**src/rtl/mem_boot_arbiter.sv**
```systemverilog
// mem_boot_arbiter: sequences the shared memory port through load, run, halt and dump phases.
module mem_boot_arbiter #(
  parameter logic [31:0] MEM_BYTES      = 32'd400,
  parameter logic [31:0] RUN_MAX_CYCLES = 32'd1000000
) (
  input  logic        clk,
  input  logic        rst,
  input  logic        load_wr_en,
  input  logic [31:0] load_addr,
  input  logic [31:0] load_wdata,
  input  logic        load_done,
  input  logic        dump_req,
  input  logic [31:0] dump_addr,
  output logic [31:0] dump_rdata,
  input  logic [31:0] cpu_addr,
  input  logic        cpu_wr_en,
  input  logic [31:0] cpu_wdata,
  input  logic        cpu_halt,
  output logic [31:0] cpu_rdata,
  output logic        cpu_rst,
  output logic        cpu_stall,
  output logic [31:0] mem_addr,
  output logic        mem_wr_en,
  output logic [31:0] mem_wdata,
  input  logic [31:0] mem_rdata,
  output logic [1:0]  state,
  output logic [31:0] run_cycles,
  output logic        timeout,
  output logic        addr_err
);
  typedef enum logic [1:0] {LOAD = 2'd0, RUN = 2'd1, HALT = 2'd2, DUMP = 2'd3} state_t;
  state_t st, nx;
  logic wr_req, legal, wd_fire;
  assign state     = st;
  assign cpu_stall = (st == HALT) || (st == DUMP);
  assign legal     = (mem_addr[1:0] == 2'b00) && (mem_addr <= MEM_BYTES - 32'd4);
  // rst gates the strobe so an async reset drops writes before the state register updates
  assign mem_wr_en = wr_req && legal && !rst;
  assign wd_fire   = (st == RUN) && !cpu_halt && (run_cycles == RUN_MAX_CYCLES - 32'd1);
  always_comb begin
    nx         = st;
    mem_addr   = cpu_addr;
    mem_wdata  = cpu_wdata;
    wr_req     = 1'b0;
    cpu_rdata  = mem_rdata;
    dump_rdata = 32'd0;
    case (st)
      LOAD: begin
        mem_addr  = load_addr;
        mem_wdata = load_wdata;
        wr_req    = load_wr_en;
        cpu_rdata = 32'd0;
        nx        = load_done ? RUN : LOAD;
      end
      RUN: begin
        wr_req = cpu_wr_en;
        nx     = (cpu_halt || wd_fire) ? HALT : RUN;
      end
      HALT: nx = dump_req ? DUMP : HALT;
      DUMP: begin
        mem_addr   = dump_addr;
        cpu_rdata  = 32'd0;
        dump_rdata = mem_rdata;
        nx         = dump_req ? DUMP : HALT;
      end
      default: nx = LOAD;
    endcase
  end
  always_ff @(posedge clk or posedge rst) begin
    if (rst) begin
      st         <= LOAD;
      cpu_rst    <= 1'b1;
      run_cycles <= 32'd0;
      timeout    <= 1'b0;
      addr_err   <= 1'b0;
    end else begin
      st      <= nx;
      cpu_rst <= (nx == LOAD);
      if (st == RUN && run_cycles != 32'hFFFF_FFFF) run_cycles <= run_cycles + 32'd1;
      if (wd_fire) timeout <= 1'b1;
      if (wr_req && !legal) addr_err <= 1'b1;
    end
  end
endmodule

```
**config.mk**
```make
export PLATFORM = sky130hd
export DESIGN_NAME = mem_boot_arbiter
export DESIGN_NICKNAME = d
export VERILOG_FILES = /design/src/rtl/mem_boot_arbiter.sv
export SDC_FILE = /design/constraint.sdc
export NUM_CORES = 1
export LEC_CHECK = 0
export CAP_MARGIN = 20
export CELL_PAD_IN_SITES_DETAIL_PLACEMENT = 0
export CELL_PAD_IN_SITES_GLOBAL_PLACEMENT = 1
export CORE_MARGIN = 3
export CORE_UTILIZATION = 17
export CTS_CLUSTER_SIZE = 8
export DETAILED_ROUTE_END_ITERATION = 6
export PLACE_DENSITY = 0.83
export SKIP_CTS_REPAIR_TIMING = 1
export SLEW_MARGIN = 5
export SYNTH_ARGS = -nofsm -noshare
export SYNTH_HDL_FRONTEND = slang
export SYNTH_SLANG_ARGS = --single-unit
```
**constraint.sdc**
```tcl
create_clock -name clk -period 2.15 [get_ports clk]
set_clock_uncertainty 0.1 [all_clocks]
set_input_delay 0.3225 -clock clk [delete_from_list [all_inputs] [get_ports clk]]
set_output_delay 0.3225 -clock clk [all_outputs]
set_load 0.02 [all_outputs]
```
==> impl_metrics.csv, run 1 <==
group,metric,value,unit
run_status,status,"complete, but fails checks",
run_status,violations,"negative setup slack",
grt,grt_pass1_wl,28.9,mm
synthesis,yosys.area_share.simple,32.9,%
grt,grt_usage,16.7,%
placement,place.detailed.hpwl,17.2,mm
finish,final_cell_mix,"clkdlybuf4s50_1, buf_4, buf_6",
synthesis,synth-seq-area-share,26.5,%
placement,gp_congestion,0.812,
routing,ant_nets,0,
cts,htreeDepth,2,
routing,post_drt_wl_per_cell,19.3,µm
worst_setup_path,reg2reg_to,"addr_err",
floorplan,num_rows,51,
synthesis,synthAdderAreaFrac,2.15,%
worst_setup_path,r2r_start,"state[0]",
synthesis,netlist-cell-type-count,46,
synthesis,synth_compound_area_share,14.9,%
synthesis,yosys_most_used_dff,"dfrtp_1",
timing,slew_headroom,62.7,%
floorplan,start_util,17.6,%
routing,via_per_inst,4.37,
worst_setup_path,cpPeakStageDelay,0.45,ns
hold_path,whs_path_depth,1,
placement,placed_cell_area,0.00818,mm²
cts,cts_sinks,37,
worst_setup_path,arrival,2.52,ns
routing,routed_wl,22.3,mm
routing,drcViolationCount,0,
synthesis,ys_ff_latch,37,
cts,clockBufferDepth,2,
worst_setup_path,cp_cell_sequence,"inv_2 -> ha_4 -> buf_4 -> a221o_1 -> o21ai_1 -> a311oi_1 -> or3_1 -> nor3_4 -> buf_6",
finish,synthToLayoutAreaGrowth,159,%
grt,grt_pass1_vias,4876,
floorplan,io_pins,366,
pwr,powerDensity,1260,mW/mm²
pwr,ir_drop,0.544,mV
timing,finalCritPeriodShare,137,%
worst_setup_path,crit_type,"register to output port",
grt,grt_max_degree,47,
timing,fmax,339,MHz
timing,setup_viol,99,
floorplan,fp.dieArea,0.0223,mm²
finish,fillers,1928,
routing,vias,5044,
synthesis,async_flop_share,100,%
synthesis,syn_avg_cell_area,8.30,µm²
hold_path,min_path_type,"register to register",
synthesis,synthCells,421,
cts,clk_latency,0.28,ns
placement,io_buffers,365,
worst_setup_path,ff2ff_setup_slack,-0.31,ns
routing,drt_iter0_markers,154,
worst_setup_path,critical_path_required,1.73,ns
synthesis,yosysWarnings,0,
routing,dr.pass1.iters,4,
worst_setup_path,crit_fanout,7,
finish,final_layout_size_suffix_gt1_share,42.2,%
worst_setup_path,slowest_stage,"or3_1",
hold_path,worstHoldEndpoint,"timeout",
synthesis,synth_top_family_by_area,"simple AND/OR/NAND/NOR gates",
hold_path,hold_start,"timeout",
worst_setup_path,cp-end-kind,"output port",
grt,gr-total-overflow,0,
timing,finalWorstSetupSlack,-0.797,ns
synthesis,syn_area,0.00350,mm²
synthesis,synth_edf_count,0,
worst_setup_path,startpoint_type,"register",
timing,hold_violations,0,
floorplan,coreArea,0.0198,mm²
cts,numCtsBuffers,5,
timing,holdWs,0.395,ns
cts,cts_tree,"done",
synthesis,syn_nets,626,
finish,final_common_cell,"clkdlybuf4s50_1",
grt,antenna_found_initial,1,
cts,clockRootBuffer,"clkbuf_16",
pwr,cellLeakagePower,4.36,nW
cts,path_clk_slew,0.06,ns
synthesis,synth-xor-area-share,7.52,%
flow_run,drv_cap,0,
finish,nets,1093,
floorplan,die_y,149,µm
timing,tightest_slew,0.556,ns
timing,drv_slew,0,
timing,rsz0062_at_grt,"yes",
floorplan,die_w,149,µm
finish,fin_area,0.00906,mm²
worst_setup_path,r2r_cells,9,
synthesis,synth.area.mux_share,10.6,%
timing,fin_crit,2.95,ns
## worst max path at each step
| stage | cells past startpoint | endpoint | start | slack, ns |
|---|---|---|---|---|
| 2_1_floorplan | 9 | mem_wr_en | state[1] | -0.35 |
| 3_3_place_gp | 9 | mem_wr_en | state[0] | -1.13 |
| 3_5_place_dp | 9 | mem_wr_en | state[0] | -1.13 |
| 4_1_cts | 9 | mem_wr_en | state[0] | -1.44 |
| 5_1_grt | 9 | mem_wr_en | state[0] | -0.93 |
| 6_report | 9 | mem_wr_en | state[0] | -0.80 |
## registers in the layout, indices dropped and copies added (netlist names)
name and count:
state 2, cpu_rst 1, timeout 1, addr_err 1
run_cycles 32
## worst max-delay path: cells and delay by family (launching register included)
| kind | cells | cell delay (ns) |
|---|---|---|
| DFF | 1 | 0.42 |
| adders and majority gates | 1 | 0.20 |
| and+or+nand+nor | 2 | 0.61 |
| buffers and inverters | 3 | 0.35 |
| AOI/OAI and AO/OA | 3 | 0.67 |
## cell usage after synthesis, drive strengths merged (2+ instances only)
master	count	area, µm²
and3	13	83.8
nor4b	3	26.3
inv	13	48.8
ha	6	75.1
or2	2	12.5
nor2	8	30.0
and2	67	420
o21ai	33	165
nor4	10	62.6
nand3	20	125
and4	7	65.1
mux2	33	372
xnor2	25	219
dfrtp	36	901
nand4	16	113
a22oi	28	210
nand2	37	139
a21oi	5	25.0
nor3	3	15.0
buf	10	67.6
xor2	5	43.8
a211oi	3	22.5
a221o	5	50.1
clkbuf	20	75.1
## metrics by stage
step | total power [mW] | cells | utilization, % | worst slack [ns] | setup TNS (ns)
global placement | 9.08 | 1105 | 41.2 | -1.13 | -32.89
floorplan | 4.87 | 421 | - | -0.351 | -0.562
detailed placement | 9.09 | 1105 | 41.2 | -1.13 | -34.79
global route | 12.0 | 1155 | 45.6 | -0.933 | -22.69
CTS | 9.98 | 1113 | 42.1 | -1.44 | -72.94
finish | 11.4 | 1155 | 45.6 | -0.797 | -13.84
## power breakdown
part / internal, mW / leakage [nW] / switching [mW]
combinational: 4.97 / 3.80 / 4.66
clock: 0.579 / 0.0841 / 0.273
sequential: 0.801 / 0.474 / 0.101
## kinds of logic (layout without fill, tap and decap cells)
logic type,count (synthesis),after routing
AO/OA/AOI/OAI,79,79
XOR/XNOR,30,30
adder cells (fa/ha/maj),6,6
buffers and inverters,43,511
flip-flops,37,37
multiplexers,33,33
other,0,1
AND/OR/NAND/NOR,193,193
## per-layer routing
metal  global-route usage (%)  vias up  share of wire, %
li1                         -     2449                 -
met1                     20.9     2365                40
met2                     30.2      220                52
met3                     3.74       10               7.2
met4                     1.56        0              0.78
met5                        0        -                 0
## final cells by class
cell class                      count  area (µm²)  area share, %
Tap cell                          265         332           3.66
Clock inverter                      1        30.0          0.331
Multi-Input combinational cell    341        2830           31.2
Sequential cell                    37         946           10.4
Timing Repair Buffer              490        4730           52.2
Antenna cell                        1        2.50         0.0276
Inverter                           13        48.8          0.539
Clock buffer                        7         143           1.57
(Power assumes the default switching activity.)
==> inputs of run 2 (changes only) <==
--- a/config.mk
+++ b/config.mk
@@ -8,11 +8,12 @@
 export CAP_MARGIN = 20
 export CELL_PAD_IN_SITES_DETAIL_PLACEMENT = 0
 export CELL_PAD_IN_SITES_GLOBAL_PLACEMENT = 1
-export CORE_MARGIN = 3
-export CORE_UTILIZATION = 17
+export CORE_AREA = 3 3 143 145
 export CTS_CLUSTER_SIZE = 8
 export DETAILED_ROUTE_END_ITERATION = 6
-export PLACE_DENSITY = 0.83
+export DIE_AREA = 0 0 146 148
+export DONT_BUFFER_PORTS = 1
+export PLACE_DENSITY = 0.47
 export SKIP_CTS_REPAIR_TIMING = 1
 export SLEW_MARGIN = 5
 export SYNTH_ARGS = -nofsm -noshare
==> run 2 against run 1 <==
Net effect:
- the flow still finishes with violations (negative setup slack)
- die area shrank 3.2%
- final cell count decreased by 29%
- largest power group unchanged
- combinational power down 14%
- non-clock buffer count is 350 lower
- worst setup slack better by 0.12 ns
- global-route usage is 1.2 points higher
- worst hold slack got worse by 0.26 ns
- largest cell class is now multi-input gates
- highest routed layer is now met5
- fmax rose by 4.3%
- final area fell by 35%
==> impl_metrics.csv, run 2 (same netlist as run 1, synthesis figures left out) <==
group,metric,value,unit
routing,via_per_inst,4.75,
cts,clk_latency,0.28,ns
grt,grt_pass1_vias,3855,
pwr,powerDensity,1690,mW/mm²
finish,largest_reg_flops,32,
pwr,internal_power,5.08,mW
worst_setup_path,crit_type,"register to output port",
routing,dr.pass1.iters,4,
routing,vias,3899,
floorplan,io_pins,366,
placement,gp_congestion,0.902,
routing,routed_wl,21.9,mm
cts,clockBufferDepth,2,
timing,drv_slew,0,
cts,cts_tree,"done",
routing,drt_iter0_markers,110,
grt,grt_usage,17.8,%
finish,fin_area,0.00592,mm²
grt,gr-total-overflow,0,
worst_setup_path,cp-end-kind,"output port",
pwr,swShare,49.3,%
timing,setup_viol,57,
grt,grt_max_degree,37,
floorplan,die_y,148,µm
timing,fin_crit,2.83,ns
finish,top_register,"run_cycles",
grt,grt_pass1_wl,28.5,mm
routing,drcViolationCount,0,
finish,fillers,2052,
grt,antenna_found_initial,18,
cts,numCtsBuffers,5,
pwr,power_frac_seq,9.0,%
pwr,power.switching,4.94,mW
worst_setup_path,crit_fanout,6,
flow_run,drv_cap,0,
worst_setup_path,startpoint_type,"register",
cts,path_clk_slew,0.06,ns
placement,io_buffers,0,
pwr,clockPowerShare,8.5,%
timing,hold_violations,0,
routing,ant_nets,0,
timing,slew_headroom,65.5,%
placement,placed_cell_area,0.00481,mm²
cts,cts_sinks,37,
pwr,p_total,10.0,mW
pwr,ir_drop,0.774,mV
timing,finalWorstSetupSlack,-0.677,ns
pwr,comb_power_share,82.5,%
finish,final_cell_mix,"buf_4, and2_1, and2_4, mux2_4, nand2_1",
hold_path,min_path_type,"primary input to register",
pwr,cellLeakagePower,2.57,nW
floorplan,start_util,18.1,%
finish,final_layout_size_suffix_gt1_share,61.4,%
cts,htreeDepth,2,
timing,fmax,354,MHz
placement,place.detailed.hpwl,18.3,mm
worst_setup_path,arrival,2.40,ns
timing,tns,-7.65,ns
timing,finalCritPeriodShare,131,%
cts,clockRootBuffer,"clkbuf_16",
floorplan,coreArea,0.0193,mm²
finish,synthToLayoutAreaGrowth,69.5,%
floorplan,num_rows,51,
finish,final_common_cell,"buf_4",
timing,rsz0062_at_grt,"yes",
finish,nets,743,
run_status,violations,"negative setup slack",
floorplan,die_w,146,µm
floorplan,fp.dieArea,0.0216,mm²
timing,tightest_slew,0.517,ns
routing,post_drt_wl_per_cell,26.6,µm
run_status,status,"complete, but fails checks",
worst_setup_path,critical_path_required,1.73,ns
==> run 2: per-layer routing <==
metal | global-route usage, % | wire length (µm)
met5 | 0 | 96
met4 | 2.21 | 345
met3 | 17.9 | 4220
met2 | 29.3 | 10300
met1 | 16.3 | 6940
==> run 2: worst paths after layout <==
path                       cells past startpoint             end  slack [ns]          start
setup / recovery                               9       mem_wr_en       -0.68       state[1]
hold / removal                                 2         cpu_rst        0.13      load_done
setup reg to reg                               9        addr_err       -0.20       state[1]
hold reg to reg                                1   run_cycles[1]        0.50  run_cycles[1]
max in group asynchronous                      3  run_cycles[26]        1.00            rst
min in group asynchronous                      2        addr_err        0.25            rst
==> run 2: power groups by stage <==
stage / Clock [mW] / Combinational, mW / Sequential (mW)
2_1_floorplan: 0 / 3.87 / 1.00
4_1_cts: 0.891 / 6.38 / 0.886
3_3_place_gp: 0 / 6.30 / 0.893
3_5_place_dp: 0 / 6.37 / 0.899
6_report: 0.856 / 8.26 / 0.902
5_1_grt: 0.918 / 8.70 / 0.914
==> run 2: worst max-delay path: stages, from the launching register on <==
cell and delay, ns:
dfrtp_2 0.44, inv_2 0.09, ha_4 0.22, buf_2 0.17, a221o_1 0.29, o21ai_2 0.09
a311oi_2 0.09, or3_4 0.42, nor3_4 0.17, buf_12 0.14
==> run 2: final cells by class <==
cell class	instances	area, µm²	share of cell area (%)
clock buffers	6	129	2.18
multi-input cells	341	3110	52.5
clock inverters	2	38.8	0.655
well taps	265	332	5.60
repair buffers	140	1280	21.6
inverters	13	51.3	0.866
diodes	17	42.5	0.718
flip-flops and latches	37	945	15.9
==> run 2: per-stage QoR <==
stage               instances  hold slack, ns  worst slack (ns)  utilization (%)
CTS                       787          -0.331            -0.759             25.7
global placement          779         -0.0348            -0.401             24.9
finish                    821           0.132            -0.677             30.6
detailed placement        779         -0.0337            -0.435             24.9
global route              809           0.133            -0.780             30.5
floorplan                 421           0.391            -0.351                -
==> inputs of run 3 (changes only) <==
--- a/config.mk
+++ b/config.mk
@@ -15,7 +15,7 @@
 export DONT_BUFFER_PORTS = 1
 export PLACE_DENSITY = 0.47
 export SKIP_CTS_REPAIR_TIMING = 1
-export SLEW_MARGIN = 5
+export SLEW_MARGIN = 20
 export SYNTH_ARGS = -nofsm -noshare
 export SYNTH_HDL_FRONTEND = slang
 export SYNTH_SLANG_ARGS = --single-unit
==> results of run 3 <==
Final layout, timing and power as in run 2 (identical DEF).
